## config.mk

```make
export PLATFORM = sky130hd
export DESIGN_NAME = scroll_display_flat
export DESIGN_NICKNAME = d
export VERILOG_FILES = /design/src/rtl/scroll_display_if.sv /design/src/rtl/scroll_display.sv /design/src/flat_wrapper.sv
export SDC_FILE = /design/constraint.sdc
export NUM_CORES = 1
export LEC_CHECK = 0
export ABC_AREA = 0
export BUFFER_PORTS_ARGS = -buffer_cell sky130_fd_sc_hd__buf_2
export CAP_MARGIN = 40
export CORE_MARGIN = 2
export CORE_UTILIZATION = 30
export DETAILED_ROUTE_END_ITERATION = 16
export GPL_ROUTABILITY_DRIVEN = 0
export PLACE_DENSITY = 0.55
export SYNTH_ARGS = -nofsm -noshare
export SYNTH_HDL_FRONTEND = slang
export SYNTH_SLANG_ARGS = --single-unit
```

## constraint.sdc

```tcl
create_clock -name clk_i -period 4.2 [get_ports clk_i]
set_input_delay 0.63 -clock clk_i [delete_from_list [all_inputs] [get_ports clk_i]]
set_output_delay 0.63 -clock clk_i [all_outputs]
set_load 0.01 [all_outputs]
```

## src/rtl/scroll_display_if.sv

```systemverilog
// Message write port of scroll_display: valid/ready handshake
// carrying a character index and a character code.
interface scroll_display_if #(
    parameter int AW = 4,
    parameter int CW = 5
);
    logic          wr_valid;
    logic          wr_ready;
    logic [AW-1:0] wr_addr;
    logic [CW-1:0] wr_data;

    modport master (
        output wr_valid,
        output wr_addr,
        output wr_data,
        input  wr_ready
    );

    modport slave (
        input  wr_valid,
        input  wr_addr,
        input  wr_data,
        output wr_ready
    );
endinterface

```

## src/rtl/scroll_display.sv

```systemverilog
// Scrolling 7-seg message display driven by 1 kHz and scroll toggle levels.
// Define SCROLL_PAUSE_EN to add pause_i, which discards scroll ticks.
module scroll_display #(
    parameter int MSG_LEN = 16,
    parameter int DIGITS  = 4,
    parameter int CHAR_W  = 5
) (
    input  logic                       clk_i,
    input  logic                       rst_ni,
    input  logic                       clk_1k_i,
    input  logic                       clk_scroll_i,
`ifdef SCROLL_PAUSE_EN
    input  logic                       pause_i,
`endif
    scroll_display_if.slave            wr,
    output logic [$clog2(MSG_LEN)-1:0] pos_o,
    output logic [DIGITS-1:0]          an_o,
    output logic [6:0]                 seg_o
);
    localparam int AW  = $clog2(MSG_LEN);
    localparam int AW1 = AW + 1;
    localparam int DW  = (DIGITS > 1) ? $clog2(DIGITS) : 1;
    localparam logic [CHAR_W-1:0] BLANK = CHAR_W'(5'h1F);

    logic [1:0]        s1_q, s1_d, s2_q, s2_d;
    logic [1:0]        hist_q, hist_d, vld_q, vld_d;
    logic              armed_q, armed_d, run_q, run_d;
    logic              upd_q, upd_d;
    logic [DW-1:0]     digit_q, digit_d;
    logic [AW-1:0]     offset_q, offset_d;
    logic [CHAR_W-1:0] msg_q [MSG_LEN];
    logic [CHAR_W-1:0] msg_d [MSG_LEN];
    logic [DIGITS-1:0] an_q, an_d;
    logic [6:0]        seg_q, seg_d;

    logic [1:0]        tick;
    logic              digit_tick, scroll_tick, scroll_adv;
    logic              wr_fire;
    logic [AW1-1:0]    sum;
    logic [AW-1:0]     idx;
    logic [CHAR_W-1:0] chr;

    function automatic logic [6:0] glyph(input logic [CHAR_W-1:0] c);
        logic [6:0] g;
        g = 7'h7F;
        if (int'(c) < 16) begin
            unique case (c[3:0])
                4'h0: g = 7'h40;
                4'h1: g = 7'h79;
                4'h2: g = 7'h24;
                4'h3: g = 7'h30;
                4'h4: g = 7'h19;
                4'h5: g = 7'h12;
                4'h6: g = 7'h02;
                4'h7: g = 7'h78;
                4'h8: g = 7'h00;
                4'h9: g = 7'h10;
                4'hA: g = 7'h08;
                4'hB: g = 7'h03;
                4'hC: g = 7'h46;
                4'hD: g = 7'h21;
                4'hE: g = 7'h06;
                4'hF: g = 7'h0E;
            endcase
        end
        return g;
    endfunction

    // Ticks only after the synchronizer holds real samples (vld_q[1]).
    assign tick        = armed_q ? (s2_q ^ hist_q) : 2'b00;
    assign digit_tick  = tick[0];
    assign scroll_tick = tick[1];
`ifdef SCROLL_PAUSE_EN
    assign scroll_adv  = scroll_tick & ~pause_i;
`else
    assign scroll_adv  = scroll_tick;
`endif
    assign wr.wr_ready = run_q & ~scroll_adv;
    assign wr_fire     = wr.wr_valid & wr.wr_ready;

    always_comb begin
        s1_d     = {clk_scroll_i, clk_1k_i};
        s2_d     = s1_q;
        hist_d   = s2_q;
        vld_d    = {vld_q[0], 1'b1};
        armed_d  = armed_q | vld_q[1];
        run_d    = 1'b1;
        upd_d    = digit_tick;
        digit_d  = digit_q;
        offset_d = offset_q;
        msg_d    = msg_q;
        an_d     = an_q;
        seg_d    = seg_q;

        if (digit_tick) begin
            if (int'(digit_q) == DIGITS - 1) digit_d = '0;
            else                             digit_d = digit_q + DW'(1);
        end
        if (scroll_adv) begin
            if (int'(offset_q) == MSG_LEN - 1) offset_d = '0;
            else                               offset_d = offset_q + AW'(1);
        end
        if (wr_fire && int'(wr.wr_addr) < MSG_LEN) begin
            msg_d[wr.wr_addr] = wr.wr_data;
        end

        sum = AW1'(offset_q) + AW1'(digit_q);
        if (int'(sum) >= MSG_LEN) sum = sum - AW1'(MSG_LEN);
        idx = sum[AW-1:0];
        chr = msg_q[idx];

        // Refresh only the cycle after the digit advanced.
        if (upd_q) begin
            seg_d = glyph(chr);
            for (int i = 0; i < DIGITS; i++) begin
                an_d[i] = (i != DIGITS - 1 - int'(digit_q));
            end
        end
    end

    always_ff @(posedge clk_i or negedge rst_ni) begin
        if (!rst_ni) begin
            s1_q     <= '0;
            s2_q     <= '0;
            hist_q   <= '0;
            vld_q    <= '0;
            armed_q  <= 1'b0;
            run_q    <= 1'b0;
            upd_q    <= 1'b0;
            digit_q  <= '0;
            offset_q <= '0;
            an_q     <= '1;
            seg_q    <= 7'h7F;
            for (int i = 0; i < MSG_LEN; i++) msg_q[i] <= BLANK;
        end else begin
            s1_q     <= s1_d;
            s2_q     <= s2_d;
            hist_q   <= hist_d;
            vld_q    <= vld_d;
            armed_q  <= armed_d;
            run_q    <= run_d;
            upd_q    <= upd_d;
            digit_q  <= digit_d;
            offset_q <= offset_d;
            an_q     <= an_d;
            seg_q    <= seg_d;
            msg_q    <= msg_d;
        end
    end

    assign pos_o = offset_q;
    assign an_o  = an_q;
    assign seg_o = seg_q;
endmodule

```

## src/flat_wrapper.sv

```systemverilog
// flat-port wrapper written by rule: the top's interface ports become plain ports
module scroll_display_flat 
#(
    parameter int MSG_LEN = 16,
    parameter int DIGITS  = 4,
    parameter int CHAR_W  = 5
)
  (clk_i, rst_ni, clk_1k_i, clk_scroll_i, pos_o, an_o, seg_o, wr_wr_valid, wr_wr_addr, wr_wr_data, wr_wr_ready);
  scroll_display_if #(.AW(4), .CW(5)) wr_i ();
  input  logic clk_i;
  input  logic rst_ni;
  input  logic clk_1k_i;
  input  logic clk_scroll_i;
  output logic [$clog2(MSG_LEN)-1:0] pos_o;
  output logic [DIGITS-1:0] an_o;
  output logic [6:0] seg_o;
  input wire logic [$bits(wr_i.wr_valid)-1:0] wr_wr_valid;
  input wire logic [$bits(wr_i.wr_addr)-1:0] wr_wr_addr;
  input wire logic [$bits(wr_i.wr_data)-1:0] wr_wr_data;
  output wire logic [$bits(wr_i.wr_ready)-1:0] wr_wr_ready;
  assign wr_i.wr_valid = wr_wr_valid;
  assign wr_i.wr_addr = wr_wr_addr;
  assign wr_i.wr_data = wr_wr_data;
  assign wr_wr_ready = wr_i.wr_ready;
  scroll_display #(.MSG_LEN(MSG_LEN), .DIGITS(DIGITS), .CHAR_W(CHAR_W)) u_core (.clk_i(clk_i), .rst_ni(rst_ni), .clk_1k_i(clk_1k_i), .clk_scroll_i(clk_scroll_i), .wr(wr_i), .pos_o(pos_o), .an_o(an_o), .seg_o(seg_o));
endmodule
```

# Yosys cells after proc, flatten, opt, wreduce, memory -nomap -nowiden
# Memory sizes are Yosys's and may differ from the RTL's.
# Cells that the tools add are included.
# classes
order_cmp	5
n_addsub	5
reduce_logical	2
muxes	11
n_eq_ne	5
bitwise_logic	7
# op_table
op	n
80-bit bitwise mux	1
3-bit by 32-bit != test with 1-bit output, first input constant	2
2-bit by 32-bit != test with 1-bit output, first input constant	1
32-bit nonzero test	1
5-bit binary-select mux with 4-bit select	1
5-bit demux with 4-bit select	1
5-bit >= comparator, second input constant	3
5-bit 2-to-1 mux	3
4-bit inverter with 5-bit output	2
4-bit 2-to-1 mux	2
7-bit 2-to-1 mux	1
4-bit by 2-bit adder with 5-bit output	1
5-bit by 1-bit < comparator with 1-bit output, second input constant	1
5-bit < comparator, second input constant	1
4-bit by 1-bit adder with 4-bit output, second input constant	1
4-bit by 1-bit equality test with 1-bit output, second input constant	1
2-bit 2-to-1 mux	2
4-bit by 1-bit subtractor with 4-bit output, second input constant	1
2-bit by 2-bit subtractor with 3-bit output, first input constant	1
2-bit by 1-bit adder with 2-bit output, second input constant	1
1-bit bitwise AND	2
2-bit by 1-bit equality test with 1-bit output, second input constant	1
2-bit bitwise XOR	1
1-bit logical AND	1
other kinds (2)	2
# totals
n_memories	1
inputBits	14
romBits	112
wordCells	63
output_inout_bits	16
reg_bits	108
# memory_table
name	words	word_bits	read_ports	rd_clocked_by_memory_dff	wr	line_no	rtl
(no name shown)	16	7	1	0	0	scroll_display.sv:47	unique case (c[3:0])

# Logic depth before layout (Yosys ltp)
# logic_depth
word_depth	9
depth_mapped	12

# Worst setup path before layout
# OpenSTA, ideal clock, no wires.
# synth_path
kind	reg-to-reg
start	register u_core.offset_q[0], in the netlist u_core.pos_o[0]
end	register u_core.seg_q[5], in the netlist u_core.seg_o[5]
setup_time_ns	0.083
t_required_ns	4.117
synth_period_minus_slack_ns	3.202
slack_ns	0.998
path_stages_with_launch	11
arrival_time_ns	3.119
path_cell_list	dfrtp_1 ha_1 fa_1 clkbuf_8 clkbuf_8 mux4_2 mux4_2 ha_1 o21ai_1 a21oi_1 o32a_1
# synth_via
elab_chain_cells	9
elab_cells_between_ends	11
# synth_rtl
item	line_no	rtl
from (decl)	scroll_display.sv:30	logic [AW-1:0] offset_q, offset_d;
from (signal assigned)	scroll_display.sv:144	offset_q <= offset_d;
4-bit by 2-bit adder with 5-bit output (*)	scroll_display.sv:107	sum = AW1'(offset_q) + AW1'(digit_q);
4-bit by 1-bit subtractor with 4-bit output or 5-bit >= comparator (tied branches)	scroll_display.sv:108	if (int'(sum) >= MSG_LEN) sum = sum - AW1'(MSG_LEN);
4-bit 2-to-1 mux (*)	scroll_display.sv:108	
4-bit inverter with 5-bit output (not written as such) (*)	scroll_display.sv:110	chr = msg_q[idx];
5-bit binary-select mux with 4-bit select (*)	scroll_display.sv:110	
5-bit 2-to-1 mux (not written as such) (*) (2 in series)	scroll_display.sv:110	
memory read 16 x 7 bit or 5-bit < comparator (tied branches)	n/a	
7-bit 2-to-1 mux (*)	scroll_display.sv:46	if (int'(c) < 16) begin
to (signal assigned)	scroll_display.sv:146	seg_q <= seg_d;
to (decl)	scroll_display.sv:34	logic [6:0] seg_q, seg_d;
# Every way passes the cells marked *; elsewhere a longest branch is shown, timed or not. The select of a mux whose other input is x is not followed.
# A chain may end at the register's enable or synchronous reset.

# Worst setup path after layout
# Ends and elaborated chain as after synthesis.

==> results.sh <==
export IMPL_setup_worst_path_end_class="flip-flop"
export IMPL_grt_first_pass_wirelength_um=17800
export IMPL_tns_ns=0
export IMPL_timing_final_crit_share=0.839
export IMPL_drc=0
export IMPL_clk_latency_ns=0.35
export IMPL_avgViaCountPerCell=4.83
export IMPL_start_util=0.309
export IMPL_die_h_um=138
export IMPL_period_minus_slack_ns=3.52
export IMPL_cp_max_fo=11
export IMPL_synth_edf_count=0
export IMPL_path_common_cell="ha_1"
export IMPL_drt_pass1_iter_count=4
export IMPL_die_x_um=138
export IMPL_syn_to_final_growth_pct=12.6
export IMPL_yosys_most_used_dff="dfstp_2"
export IMPL_die_area_sq_um=19000
export IMPL_hold_viol=0
export IMPL_cts_buffer_depth=2
export IMPL_setup_violations_final=0
export IMPL_leakagePower_nw=2.58
export IMPL_cts_resized=0
export IMPL_fmax_ghz=0.284
export IMPL_cts_tree="yes"
export IMPL_tightest_slew_ns=0.666
export IMPL_syn_mean_instance_area_sq_um=14.7
export IMPL_path_class="flip-flop to flip-flop"
export IMPL_numCtsBuffers=9
export IMPL_yosysTopAreaCellShare=0.445
export IMPL_path_cells="ha_1 -> fa_1 -> buf_4 -> mux4_1 -> mux2i_1 -> mux2_4 -> inv_1 -> ha_1 -> o21ai_1 -> a21oi_1 -> o32a_1"
export IMPL_synth_area_sq_um=5370
export IMPL_io_buffers=29
export IMPL_skew_ns=0.00640
export IMPL_postCtsSetupBuffers=0
export IMPL_insertedDiodeCount=0
export IMPL_wl_per_cell_um=17.6
export IMPL_yosysMostFrequentCell="dfstp_2"
export IMPL_whs_ns=0.229
export IMPL_synthDistinctLibCells=43
export IMPL_finalPower_w=0.00442
export IMPL_powerDensity_nw_per_um2=730
export IMPL_status="finished, final reports clean"
export IMPL_yosysSeqAreaShare=0.519
export IMPL_grt_pass1_vias=3217
export IMPL_htree_levels=3
export IMPL_coreArea_sq_um=17400
export IMPL_cts_sinks=107
export IMPL_grt_usage=0.127
export IMPL_vias=3027
export IMPL_rsz0062_at_grt="false"
export IMPL_ys_seq_elements=107
export IMPL_synth_warnings=0
export IMPL_holdCritPathClass="input pin to async pin"
export IMPL_synth_nets=393
export IMPL_placed_cells=612
export IMPL_slowest_delay_ns=0.80
export IMPL_drive_above_1_share=0.587
export IMPL_worstPathArrival_ns=3.80
export IMPL_ios=30
export IMPL_dp_slack_ns=0.638
export IMPL_setup_ws_ns=0.677
export IMPL_clockRootBuffer="clkbuf_16"
export IMPL_nets=426
export IMPL_rows=48
export IMPL_ir_drop_uv=359
export IMPL_async_reset_ff_frac=1.00
export IMPL_dp_hpwl_um=7970
export IMPL_finalMaxSlewViolations=0
export IMPL_start_kind="flip-flop"
export IMPL_n_fill_cell=1689
export IMPL_antenna_found_initial=0
export IMPL_ant_nets=0
export IMPL_synth_common_cells="dfstp_2 (91), mux2_2 (83), nand2_1 (25), mux2i_1 (17), mux4_1 (17)"
export IMPL_hold_buffers=0
export IMPL_synth_area_leaders="dfstp_2 (44%), mux2_2 (17%), mux4_1 (8.3%)"
export IMPL_clk_pin_slew_worst_paths_ns=0.06
export IMPL_synth_top_cell_by_area="dfstp_2"
export IMPL_cp_slowest_cell="fa_1"
export IMPL_drtIter0Drc=125
export IMPL_maxCapViolations=0
export IMPL_routed_wl_um=11000
export IMPL_grt_ovfl_total=0
export IMPL_relSlewSlack=0.556
export IMPL_grt_max_degree=45
export IMPL_final_cell_count_no_fill=627
export IMPL_synthCells=365
export IMPL_required_ns=4.47
critical path: cells and delay by family (launching register included):
| kind | cells | cell delay [ns] |
|---|---|---|
| buf+inv | 2 | 0.38 |
| compound gates | 3 | 0.61 |
| fa+ha+maj | 3 | 1.27 |
| flops | 1 | 0.45 |
| mux | 3 | 0.74 |
metal layers:
| metal | up-vias | wire length (um) | global-route usage |
|---|---|---|---|
| met2 | 64 | 5360 | 0.214 |
| met4 | 0 | 115 | 0.0289 |
| met1 | 1537 | 5040 | 0.160 |
| met5 | - | 0 | 0 |
| met3 | 9 | 512 | 0.0405 |
| li1 | 1417 | - | - |
metrics by stage:
step	util	cell area, sq um
after CTS	0.348	6050
final	0.348	6050
after global placement	0.329	5720
after detailed placement	0.330	5750
after global routing	0.348	6050
after floorplan	-	5370
logic make-up after synthesis:
family          synth area share
compound gates            0.0352
xor+xnor                  0.0116
fa+ha+maj                 0.0340
buf+inv                   0.0307
flops                      0.519
mux                        0.315
other cells             0.000698
simple gates              0.0531
where the power goes:
| part | switching, W | internal (W) | total (W) |
|---|---|---|---|
| Combinational | 0.00107 | 0.000989 | 0.00206 |
| Sequential | 0.000147 | 0.00136 | 0.00151 |
| Clock | 0.000362 | 0.000491 | 0.000852 |
| Total | 0.00158 | 0.00284 | 0.00442 |
cell type report:
cell class	count	area [sq um]	area share
Clock buffer	11	253	0.0418
Clock inverter	4	48.8	0.00806
Inverter	12	46.3	0.00765
Multi-Input combinational cell	231	2420	0.399
Sequential cell	107	2790	0.461
Tap cell	225	282	0.0465
Timing Repair Buffer	37	215	0.0356
path summary, 6_finish.rpt:
kind	slack, ns	end	cells after the start	startpoint
max	0.68	u_core.seg_o[5]	11	u_core.pos_o[0]
min	0.23	u_core.digit_q[1]	1	rst_ni
max reg2reg	0.68	u_core.seg_o[5]	11	u_core.pos_o[0]
min reg2reg	0.35	u_core.hist_d[1]	0	u_core.s1_q[1]
max in group asynchronous	3.20	u_core.msg_q[8]	2	rst_ni
min in group clk_i	0.35	u_core.hist_d[1]	0	u_core.s1_q[1]
placed cells by master (no fill, tap or decap), types with 3 or more instances in the layout:
master and instances:
dfstp_2 91, mux2_2 83, buf_2 30, nand2_1 25, mux4_1 17, mux2i_1 17
dfrtp_1 16, ha_1 13, inv_1 11, nor2_1 9, clkbuf_16 9, nor3b_1 7
a21oi_1 6, buf_4 6, nor2b_1 5, mux4_2 5, o21ai_0 5, nand3_1 5
a311oi_1 3, o32a_1 3, a31oi_1 3
registers in the layout (all words and copies together), names as in the netlist:
name,cells
u_core.seg_o,7
u_core.an_o,4
u_core.armed_q,1
u_core.s1_q,2
u_core.upd_q,1
u_core.msg_q,80
u_core.pos_o,4
u_core.vld_q,2
u_core.digit_q,2
u_core.hist_q,2
u_core.hist_d,2
Power figures use the tool's default switching activity.
